`config.mk`:
```
export PLATFORM = sky130hd
export DESIGN_NAME = mem_stage
export DESIGN_NICKNAME = d
export VERILOG_FILES = /design/src/rtl/mem_stage_pkg.sv /design/src/rtl/mem_stage_load_align.sv /design/src/rtl/mem_stage.sv
export SDC_FILE = /design/constraint.sdc
export NUM_CORES = 1
export LEC_CHECK = 0
export ABC_CLOCK_PERIOD_IN_PS = 2700
export CORE_MARGIN = 4
export CORE_UTILIZATION = 48
export DETAILED_ROUTE_END_ITERATION = 7
export HOLD_SLACK_MARGIN = 0.03
export PLACE_DENSITY = 0.82
export SYNTH_ARGS = -nofsm -noshare
export SYNTH_HDL_FRONTEND = slang
export SYNTH_SLANG_ARGS = --single-unit
export TNS_END_PERCENT = 50
```
`constraint.sdc`:
```
create_clock -name clk -period 2.7 [get_ports clk]
set_input_delay 0.27 -clock clk [delete_from_list [all_inputs] [get_ports clk]]
set_output_delay 0.27 -clock clk [all_outputs]
set_load 0.01 [all_outputs]
```
`src/rtl/mem_stage_pkg.sv`:
```
// Shared definitions for the MEM pipeline stage.
//   - Instruction ID encoding (shared with decode)
//   - FSM state type
//   - Holding-register and MEM_WB payload structs
//   - Load/store/misalignment decode helpers
package mem_stage_pkg;

  localparam logic [5:0] InstrNop = 6'd0;
  localparam logic [5:0] InstrAdd = 6'd1;
  localparam logic [5:0] InstrSub = 6'd2;
  localparam logic [5:0] InstrAnd = 6'd3;
  localparam logic [5:0] InstrOr  = 6'd4;
  localparam logic [5:0] InstrLb  = 6'd16;
  localparam logic [5:0] InstrLh  = 6'd17;
  localparam logic [5:0] InstrLw  = 6'd18;
  localparam logic [5:0] InstrLbu = 6'd19;
  localparam logic [5:0] InstrLhu = 6'd20;
  localparam logic [5:0] InstrSb  = 6'd21;
  localparam logic [5:0] InstrSh  = 6'd22;
  localparam logic [5:0] InstrSw  = 6'd23;

  typedef enum logic [1:0] {StIdle, StReq, StResp} mem_state_e;

  // Memory instruction captured on acceptance, drives the bus and completion.
  typedef struct packed {
    logic        rd_valid;
    logic [4:0]  rd_addr;
    logic [31:0] rd_value;
    logic [31:0] mem_addr;
    logic [31:0] store_data;
    logic [5:0]  instr_id;
  } hold_t;

  // Registered MEM_WB payload.
  typedef struct packed {
    logic        valid;
    logic        rd_valid;
    logic [4:0]  rd_addr;
    logic [31:0] rd_value;
    logic [31:0] mem_data;
    logic [5:0]  instr_id;
    logic        misaligned;
    logic        bus_err;
  } wb_t;

  function automatic logic is_load(input logic [5:0] id);
    return (id == InstrLb) || (id == InstrLh) || (id == InstrLw) ||
           (id == InstrLbu) || (id == InstrLhu);
  endfunction

  function automatic logic is_store(input logic [5:0] id);
    return (id == InstrSb) || (id == InstrSh) || (id == InstrSw);
  endfunction

  function automatic logic is_misaligned(input logic [5:0] id, input logic [1:0] addr_lo);
    logic half, word;
    half = (id == InstrLh) || (id == InstrLhu) || (id == InstrSh);
    word = (id == InstrLw) || (id == InstrSw);
    return (half && addr_lo[0]) || (word && (addr_lo != 2'b00));
  endfunction

endpackage

```
`src/rtl/mem_stage_load_align.sv`:
```
// Combinational load lane alignment and extension.
//   rdata_i    : raw 32-bit word from data memory
//   offset_i   : byte offset within the word (addr[1:0])
//   instr_id_i : load instruction ID selecting width and signedness
//   data_o     : aligned, extended load result
module load_align
  import mem_stage_pkg::*;
(
  input  logic [31:0] rdata_i,
  input  logic [1:0]  offset_i,
  input  logic [5:0]  instr_id_i,
  output logic [31:0] data_o
);

  logic [7:0]  byte_sel;
  logic [15:0] half_sel;

  always_comb begin
    byte_sel = rdata_i[7:0];
    case (offset_i)
      2'd0:    byte_sel = rdata_i[7:0];
      2'd1:    byte_sel = rdata_i[15:8];
      2'd2:    byte_sel = rdata_i[23:16];
      default: byte_sel = rdata_i[31:24];
    endcase
    half_sel = offset_i[1] ? rdata_i[31:16] : rdata_i[15:0];

    case (instr_id_i)
      InstrLb:  data_o = {{24{byte_sel[7]}}, byte_sel};
      InstrLbu: data_o = {24'b0, byte_sel};
      InstrLh:  data_o = {{16{half_sel[15]}}, half_sel};
      InstrLhu: data_o = {16'b0, half_sel};
      default:  data_o = rdata_i;
    endcase
  end

endmodule

```
`src/rtl/mem_stage.sv`:
```
// MEM pipeline stage: passes ALU ops through in one cycle, runs loads/stores
// over a valid/ready request + response data bus with a response timeout.
//   clk, rst_n                 : clock, async active-low reset
//   valid_in .. instr_id_in    : EX_MEM payload; stall_out holds it upstream
//   dmem_req_* / dmem_addr ... : data-memory request channel
//   dmem_rsp_valid, dmem_rdata : data-memory response (load data / store ack)
//   *_out                      : registered MEM_WB payload
module mem_stage
  import mem_stage_pkg::*;
#(
  parameter int unsigned MAX_WAIT = 15
) (
  input  logic        clk,
  input  logic        rst_n,
  input  logic        valid_in,
  input  logic        rd_valid_in,
  input  logic [4:0]  rd_addr_in,
  input  logic [31:0] rd_value_in,
  input  logic [31:0] mem_addr_in,
  input  logic [31:0] store_data_in,
  input  logic [5:0]  instr_id_in,
  output logic        stall_out,
  output logic        dmem_req_valid,
  input  logic        dmem_req_ready,
  output logic [31:0] dmem_addr,
  output logic        dmem_we,
  output logic [3:0]  dmem_wstrb,
  output logic [31:0] dmem_wdata,
  input  logic        dmem_rsp_valid,
  input  logic [31:0] dmem_rdata,
  output logic        valid_out,
  output logic        rd_valid_out,
  output logic [4:0]  rd_addr_out,
  output logic [31:0] rd_value_out,
  output logic [31:0] mem_data_out,
  output logic [5:0]  instr_id_out,
  output logic        misaligned_out,
  output logic        bus_err_out
);

  localparam int unsigned CntW = $clog2(MAX_WAIT + 1);

  mem_state_e      state_q, state_d;
  hold_t           hold_q, hold_d;
  wb_t             wb_q, wb_d;
  logic [CntW-1:0] wait_q, wait_d;
  logic [31:0]     load_data;
  logic            in_mem, in_misaligned, hold_load, req_active;

  load_align u_load_align (
    .rdata_i    (dmem_rdata),
    .offset_i   (hold_q.mem_addr[1:0]),
    .instr_id_i (hold_q.instr_id),
    .data_o     (load_data)
  );

  assign in_mem        = is_load(instr_id_in) | is_store(instr_id_in);
  assign in_misaligned = in_mem & is_misaligned(instr_id_in, mem_addr_in[1:0]);
  assign hold_load     = is_load(hold_q.instr_id);

  always_comb begin
    state_d  = state_q;
    hold_d   = hold_q;
    wait_d   = wait_q;
    wb_d     = wb_q;
    wb_d.valid = 1'b0;

    unique case (state_q)
      StIdle: begin
        if (valid_in) begin
          if (!in_mem || in_misaligned) begin
            // ALU ops and misaligned accesses complete without touching the bus.
            wb_d.valid      = 1'b1;
            wb_d.rd_valid   = rd_valid_in & ~in_misaligned;
            wb_d.rd_addr    = rd_addr_in;
            wb_d.rd_value   = rd_value_in;
            wb_d.mem_data   = '0;
            wb_d.instr_id   = instr_id_in;
            wb_d.misaligned = in_misaligned;
            wb_d.bus_err    = 1'b0;
          end else begin
            hold_d = '{rd_valid:   rd_valid_in,
                       rd_addr:    rd_addr_in,
                       rd_value:   rd_value_in,
                       mem_addr:   mem_addr_in,
                       store_data: store_data_in,
                       instr_id:   instr_id_in};
            state_d = StReq;
          end
        end
      end
      StReq: begin
        wait_d = '0;
        if (dmem_req_ready) state_d = StResp;
      end
      StResp: begin
        if (dmem_rsp_valid || (wait_q == CntW'(MAX_WAIT - 1))) begin
          // Response or timeout; a timeout drops the register write.
          wb_d.valid      = 1'b1;
          wb_d.rd_valid   = hold_q.rd_valid & hold_load & dmem_rsp_valid;
          wb_d.rd_addr    = hold_q.rd_addr;
          wb_d.rd_value   = hold_q.rd_value;
          wb_d.mem_data   = (hold_load && dmem_rsp_valid) ? load_data : '0;
          wb_d.instr_id   = hold_q.instr_id;
          wb_d.misaligned = 1'b0;
          wb_d.bus_err    = ~dmem_rsp_valid;
          wait_d          = '0;
          state_d         = StIdle;
        end else begin
          wait_d = wait_q + CntW'(1);
        end
      end
      default: state_d = StIdle;
    endcase
  end

  always_ff @(posedge clk or negedge rst_n) begin
    if (!rst_n) begin
      state_q <= StIdle;
      hold_q  <= '0;
      wb_q    <= '0;
      wait_q  <= '0;
    end else begin
      state_q <= state_d;
      hold_q  <= hold_d;
      wb_q    <= wb_d;
      wait_q  <= wait_d;
    end
  end

  // Bus payload is driven only in REQ so it reads as zero elsewhere.
  assign req_active = (state_q == StReq);

  always_comb begin
    dmem_req_valid = req_active;
    dmem_addr      = req_active ? {hold_q.mem_addr[31:2], 2'b00} : '0;
    dmem_we        = req_active & is_store(hold_q.instr_id);
    dmem_wstrb     = '0;
    dmem_wdata     = '0;
    if (req_active) begin
      case (hold_q.instr_id)
        InstrSb: begin
          dmem_wstrb = 4'b0001 << hold_q.mem_addr[1:0];
          dmem_wdata = {4{hold_q.store_data[7:0]}};
        end
        InstrSh: begin
          dmem_wstrb = hold_q.mem_addr[1] ? 4'b1100 : 4'b0011;
          dmem_wdata = {2{hold_q.store_data[15:0]}};
        end
        InstrSw: begin
          dmem_wstrb = 4'b1111;
          dmem_wdata = hold_q.store_data;
        end
        default: ;
      endcase
    end
  end

  assign stall_out      = (state_q != StIdle);
  assign valid_out      = wb_q.valid;
  assign rd_valid_out   = wb_q.rd_valid;
  assign rd_addr_out    = wb_q.rd_addr;
  assign rd_value_out   = wb_q.rd_value;
  assign mem_data_out   = wb_q.mem_data;
  assign instr_id_out   = wb_q.instr_id;
  assign misaligned_out = wb_q.misaligned;
  assign bus_err_out    = wb_q.bus_err;

endmodule

```
-- Word-level counts from Yosys, hierarchy flattened
Index checks and enable logic that the tools add are counted.
- $add $sub $neg: 1
- $mul: 0
- divide/modulo/power cells: 0
- magnitude comparators: 0
- equal/unequal tests: 26
- shift operators: 1
- mux-type cells: 21
- bitwise operators: 9
- reduce and logical (&&, ||, !) cells: 31
- operator list (kind ; number):
    79-bit two-way mux ; 3
    79-bit case mux with 2 select lines ; 1
    32-bit case mux with 4 select lines ; 1
    6-bit by 5-bit == test with 1-bit output, second input constant ; 16
    32-bit two-way mux ; 3
    32-bit case mux with 3 select lines ; 1
    8-bit case mux with 3 select lines ; 1
    1-bit logical OR ; 18
    16-bit two-way mux ; 1
    4-bit two-way mux ; 3
    4-bit case mux with 3 select lines ; 1
    2-bit inequality test, second input constant ; 5
    2-bit two-way mux ; 4
    4-bit case mux with 2 select lines ; 1
    4-bit AND reduction ; 2
    2-bit nonzero test ; 4
    2-bit case mux with 3 select lines ; 1
    1-bit bitwise AND ; 5
    4-bit by 1-bit adder with 4-bit output, second input constant ; 1
    2-bit by 1-bit == test with 1-bit output, second input constant ; 2
    2-bit == test, second input constant ; 2
    4-bit == test, second input constant ; 1
    2-bit zero test ; 2
    1-bit by 2-bit << shifter with 4-bit output, first input constant ; 1
    other kinds (5) ; 9
- flip-flop bits (word level): 193
- bits in latches: 0
- RAM bits: 0
- memory bits (read-only): 0
- input port bits: 145
- output and inout port bits: 150
- memories: 0

-- Logic depth before layout (Yosys ltp)
- word-level depth: 12
- gate-level depth with buffers: 11

-- Modules after synthesis
A second synthesis with hierarchy kept.
- cells, all modules: 984
- area, all modules: 10570.1 sq um
- modules (own cells, without submodules) (module ; instances ; cells an instance ; area each (sq um) ; sequential area each (sq um)):
    mem_stage ; 1 ; 884 ; 9661.8 ; 4829.6
    load_align ; 1 ; 100 ; 908.4 ; 0.0

-- Least setup slack after synthesis
Ideal clock, no wire load.
- kind: register to register
- from: reg hold_q[39] (netlist name)
- to: reg wb_q (netlist bit mem_data_out[0])
- arrival time: 1.937 ns
- data required time: 2.573 ns
- slack: 0.636 ns
- cell stages (with the launch flop): 7
- path buffers: 2
- cells stage by stage: dfrtp_1 > buf_1 > clkbuf_1 > mux4_2 > o221ai_1 > nor2_1 > mux2_1
- word-level cells in the longest chain between the ends: 6
- elaborated cells between the ends (all ways): 9
- ends and longest elaborated chain (item ; line ; source):
    from (decl) ; mem_stage.sv:44 ; hold_t hold_q, hold_d;
    from (signal assigned) ; mem_stage.sv:125 ; hold_q <= hold_d;
    2-bit == test (tied with other cells) ; mem_stage_load_align.sv:20 ; case (offset_i)
    8-bit case mux with 3 select lines ; mem_stage_load_align.sv:20 ;
    32-bit case mux with 4 select lines * ; mem_stage_load_align.sv:28 ; case (instr_id_i)
    32-bit two-way mux * ; mem_stage.sv:103 ; wb_d.mem_data = (hold_load && dmem_rsp_valid) ? load_data : '0;
    79-bit two-way mux * ; mem_stage.sv:97 ; if (dmem_rsp_valid || (wait_q == CntW'(MAX_WAIT - 1))) begin
    79-bit case mux with 2 select lines * ; mem_stage.sv:68 ; unique case (state_q)
    to (signal assigned) ; mem_stage.sv:126 ; wb_q <= wb_d;
    to (decl) ; mem_stage.sv:45 ; wb_t wb_q, wb_d;
Every way passes the cells marked *; elsewhere a longest branch is shown, timed or not. The select of a mux whose other input is x is not followed.
A chain may end at the register's enable or synchronous reset.

-- Final worst setup path
- from: reg hold_q[5] (netlist name)
- to: out dmem_wdata[31]
- word-level cells in the longest chain between the ends: 3
- elaborated cells between the ends (all ways): 5
- ends and longest elaborated chain (item ; line ; source):
    6-bit by 5-bit == test with 1-bit output ; mem_stage.sv:141 ; case (hold_q.instr_id)
    32-bit case mux with 3 select lines * ; mem_stage.sv:141 ;
    32-bit two-way mux * ; mem_stage.sv:140 ; if (req_active) begin
    to (decl) ; mem_stage.sv:28 ; output logic [31:0] dmem_wdata,
Every way passes the cells marked *; elsewhere a longest branch is shown, timed or not.

==> impl_metrics.tcl <==
set metrics [dict create \
    synth_edf_count 0 \
    most-common-layout-cells "clkdlybuf4s50_1, dfrtp_1, mux2_2, mux2_1, and2_1" \
    slew_viol_final 0 \
    globalRouteOverflowTotal 0 \
    mostFrequentLayoutCell "clkdlybuf4s50_1" \
    grt_pass1_vias 7732 \
    routed_wl_um 26300 \
    cts_buffers 17 \
    synth_cell_types 44 \
    hp-class "input pin to asynchronous set/reset pin" \
    ys_seq_area_share_pct 50.0 \
    tns_ns 0 \
    finalSetupViolations 0 \
    wire_per_inst_um 19.4 \
    ys_ff_latch 193 \
    drc 0 \
    cp.arrival_ns 2.29 \
    yosys_most_used_dff "dfrtp_1" \
    crit_chain "nor3b_4 -> nand3_1 -> buf_4 -> a21oi_1 -> clkdlybuf4s50_1" \
    dieArea_mm2 0.0225 \
    num_vias 7431 \
    worstMarginPinSlew_ns 0.991 \
    cp_slowest_cell "clkdlybuf4s50_1" \
    die_h_um 150 \
    async_reset_ff_share_pct 100 \
    place_inst 1321 \
    core-area_mm2 0.0197 \
    cts.path.max_buffers 2 \
    cp.required_ns 2.43 \
    ios 295 \
    multi_input_area_mm2 0.00442 \
    cts_tree "done" \
    start_kind "flip-flop" \
    synthesis.area_mm2 0.00966 \
    cts.sinks 193 \
    powerDensity_mw_per_mm2 975 \
    portBuffers 292 \
    gp_congestion 0.837 \
    power_uw 13100 \
    floorplan.initialDensity_pct 49.2 \
    num_rows 51 \
    syn_inst 805 \
    layout-drive-gt1-share_pct 16.1 \
    dr.pass1.iters 4 \
    finClkSkew_ns 0.0129 \
    relSlewSlack_pct 34.0 \
    finalNetCount 1226 \
    syn_avg_cell_area_um2 12.0 \
    area_growth_pct 39.2 \
    grt_start_max_net_pins 66 \
    postCtsSetupRepairBufs 0 \
    antenna_found_initial 0 \
    register_area_mm2 0.00483 \
    via_per_inst 5.49 \
    rsz0062_at_grt "no" \
    clkTransAtPathRegs_ns 0.07 \
    cpPeakStageDelay_ns 0.60 \
    instances_no_fill 1354 \
    ir_worst_vdd_v 0.000527 \
    status "finished clean" \
    antennaDiodeCount 0 \
    final.min_clock_period_ns 2.56 \
    n_fill_cell 1496 \
    antenna_left 0 \
    drt_iter0_drc 310 \
    clock_latency_ns 0.43 \
    dp_hpwl_um 18900 \
    yosys_warnings 0 \
    path_max_fanout 28 \
    crit_path_end_kind "primary output" \
    power_leakage_uw 0.00569 \
    hold_viol 0 \
    htree_levels 4 \
    die_w_um 150 \
    grt_pass1_wl_um 41000 \
    fmax_mhz 390 \
    cts_root_buf "clkbuf_16" \
    finalCritPeriodShare_pct 94.9 \
    cap_violations 0 \
    critPathKind "flip-flop to primary output" \
    grtUsageTotal_pct 23.3 \
]
## repair_timing
| action | 4_1_cts | 5_1_grt |
|---|---|---|
| resized for setup | 2 | 5 |
| gates cloned | 0 | 0 |
| hold buffers | 1 | 0 |
| endpoints found under the hold margin | 62 | 0 |
| setup endpoints to repair | 36 | 21 |
## state kept, by name, summed over array words and instances, names as in the netlist
register and count:
mem_data_out 32, valid_out 1, bus_err_out 1, instr_id_out 6
misaligned_out 1, rd_addr_out 5, state_q 2, wait_q 4
hold_q 108, rd_valid_out 1, rd_value_out 32
## final timing paths
path / from / end / slack (ns) / depth (start not counted)
worst max-delay path: hold_q[5] / dmem_wdata[31] / 0.14 / 5
worst min-delay path: rst_n / hold_q[32] / 0.42 / 2
worst max register to register: state_q[0] / mem_data_out[1] / 0.44 / 8
worst min register to register: rd_value_out[3] / rd_value_out[3] / 0.49 / 1
max in group asynchronous: rst_n / hold_q[98] / 1.48 / 3
min in group clk: store_data_in[4] / hold_q[10] / 0.44 / 2
## worst max-delay path, delay by kind of cell, from the launching register on
family | cells | cell delay (ns)
compound gates | 1 | 0.15
simple gates | 2 | 0.43
flops | 1 | 0.43
buf+inv | 2 | 0.85
## power breakdown
group          switching (µW)  total (µW)  internal (µW)
Clock                    1210        2440           1230
Sequential                729        4800           4070
Combinational            2700        5880           3180
## Yosys cell counts (2+ instances only)
library cell	number	area [µm²]
o21a_1	3	22.5
buf_6	9	101
nand3_1	7	35.0
a211oi_1	7	52.6
a22o_1	44	385
o2111ai_1	9	78.8
nor2_1	16	60.1
mux2_2	104	1170
o21bai_1	2	15.0
mux2_1	70	788
nand2_1	37	139
clkbuf_1	33	124
nor3b_1	2	15.0
and2_1	55	344
o221ai_1	8	70.1
or2_1	3	18.8
mux2i_1	38	380
nand3b_1	3	22.5
nor2b_1	6	37.5
o21ai_0	36	180
buf_1	4	15.0
buf_4	4	30.0
ha_1	5	62.6
dfrtp_1	193	4830
a21oi_1	32	160
nor3_1	3	15.0
o21ai_1	4	20.0
mux4_2	8	180
nand2b_1	3	18.8
buf_2	11	55.1
inv_1	33	124
## metal layers
layer	vias to the layer above	part of all wire (%)	global-route usage (%)
met5	-	0	0
met4	0	3.1	8.74
met3	45	7.3	6.51
met2	245	49	38.7
met1	3719	41	29.0
li1	3422	-	-
## metrics by stage
step                      cell area (µm²)  hold WS, ns  worst slack (ns)  util [%]
after floorplan                      9670      -0.0256             0.636         -
after global placement              12800        0.294             0.164      65.4
after detailed placement            12800        0.298             0.128      65.4
after CTS                           13400        0.424            0.0139      68.4
after global routing                13500        0.433           0.00778      68.4
final                               13500        0.421             0.137      68.4
## cell type report
class | instances | area share [%]
Timing Repair Buffer | 312 | 23.6
Clock buffer | 17 | 3.16
Sequential cell | 193 | 35.9
Multi-Input combinational cell | 519 | 32.9
Clock inverter | 15 | 1.07
Tap cell | 265 | 2.47
Inverter | 33 | 0.921
## cells by family after synthesis
logic type	count (synthesis)	share of synthesized area, %
buf+inv	94	4.65
mux	221	26.2
flops	193	50.0
xor+xnor	1	0.0907
fa+ha+maj	5	0.648
simple gates	139	7.61
compound gates	151	10.7
other cells	1	0.0388
Note: power is estimated with default switching activity, not from simulation.
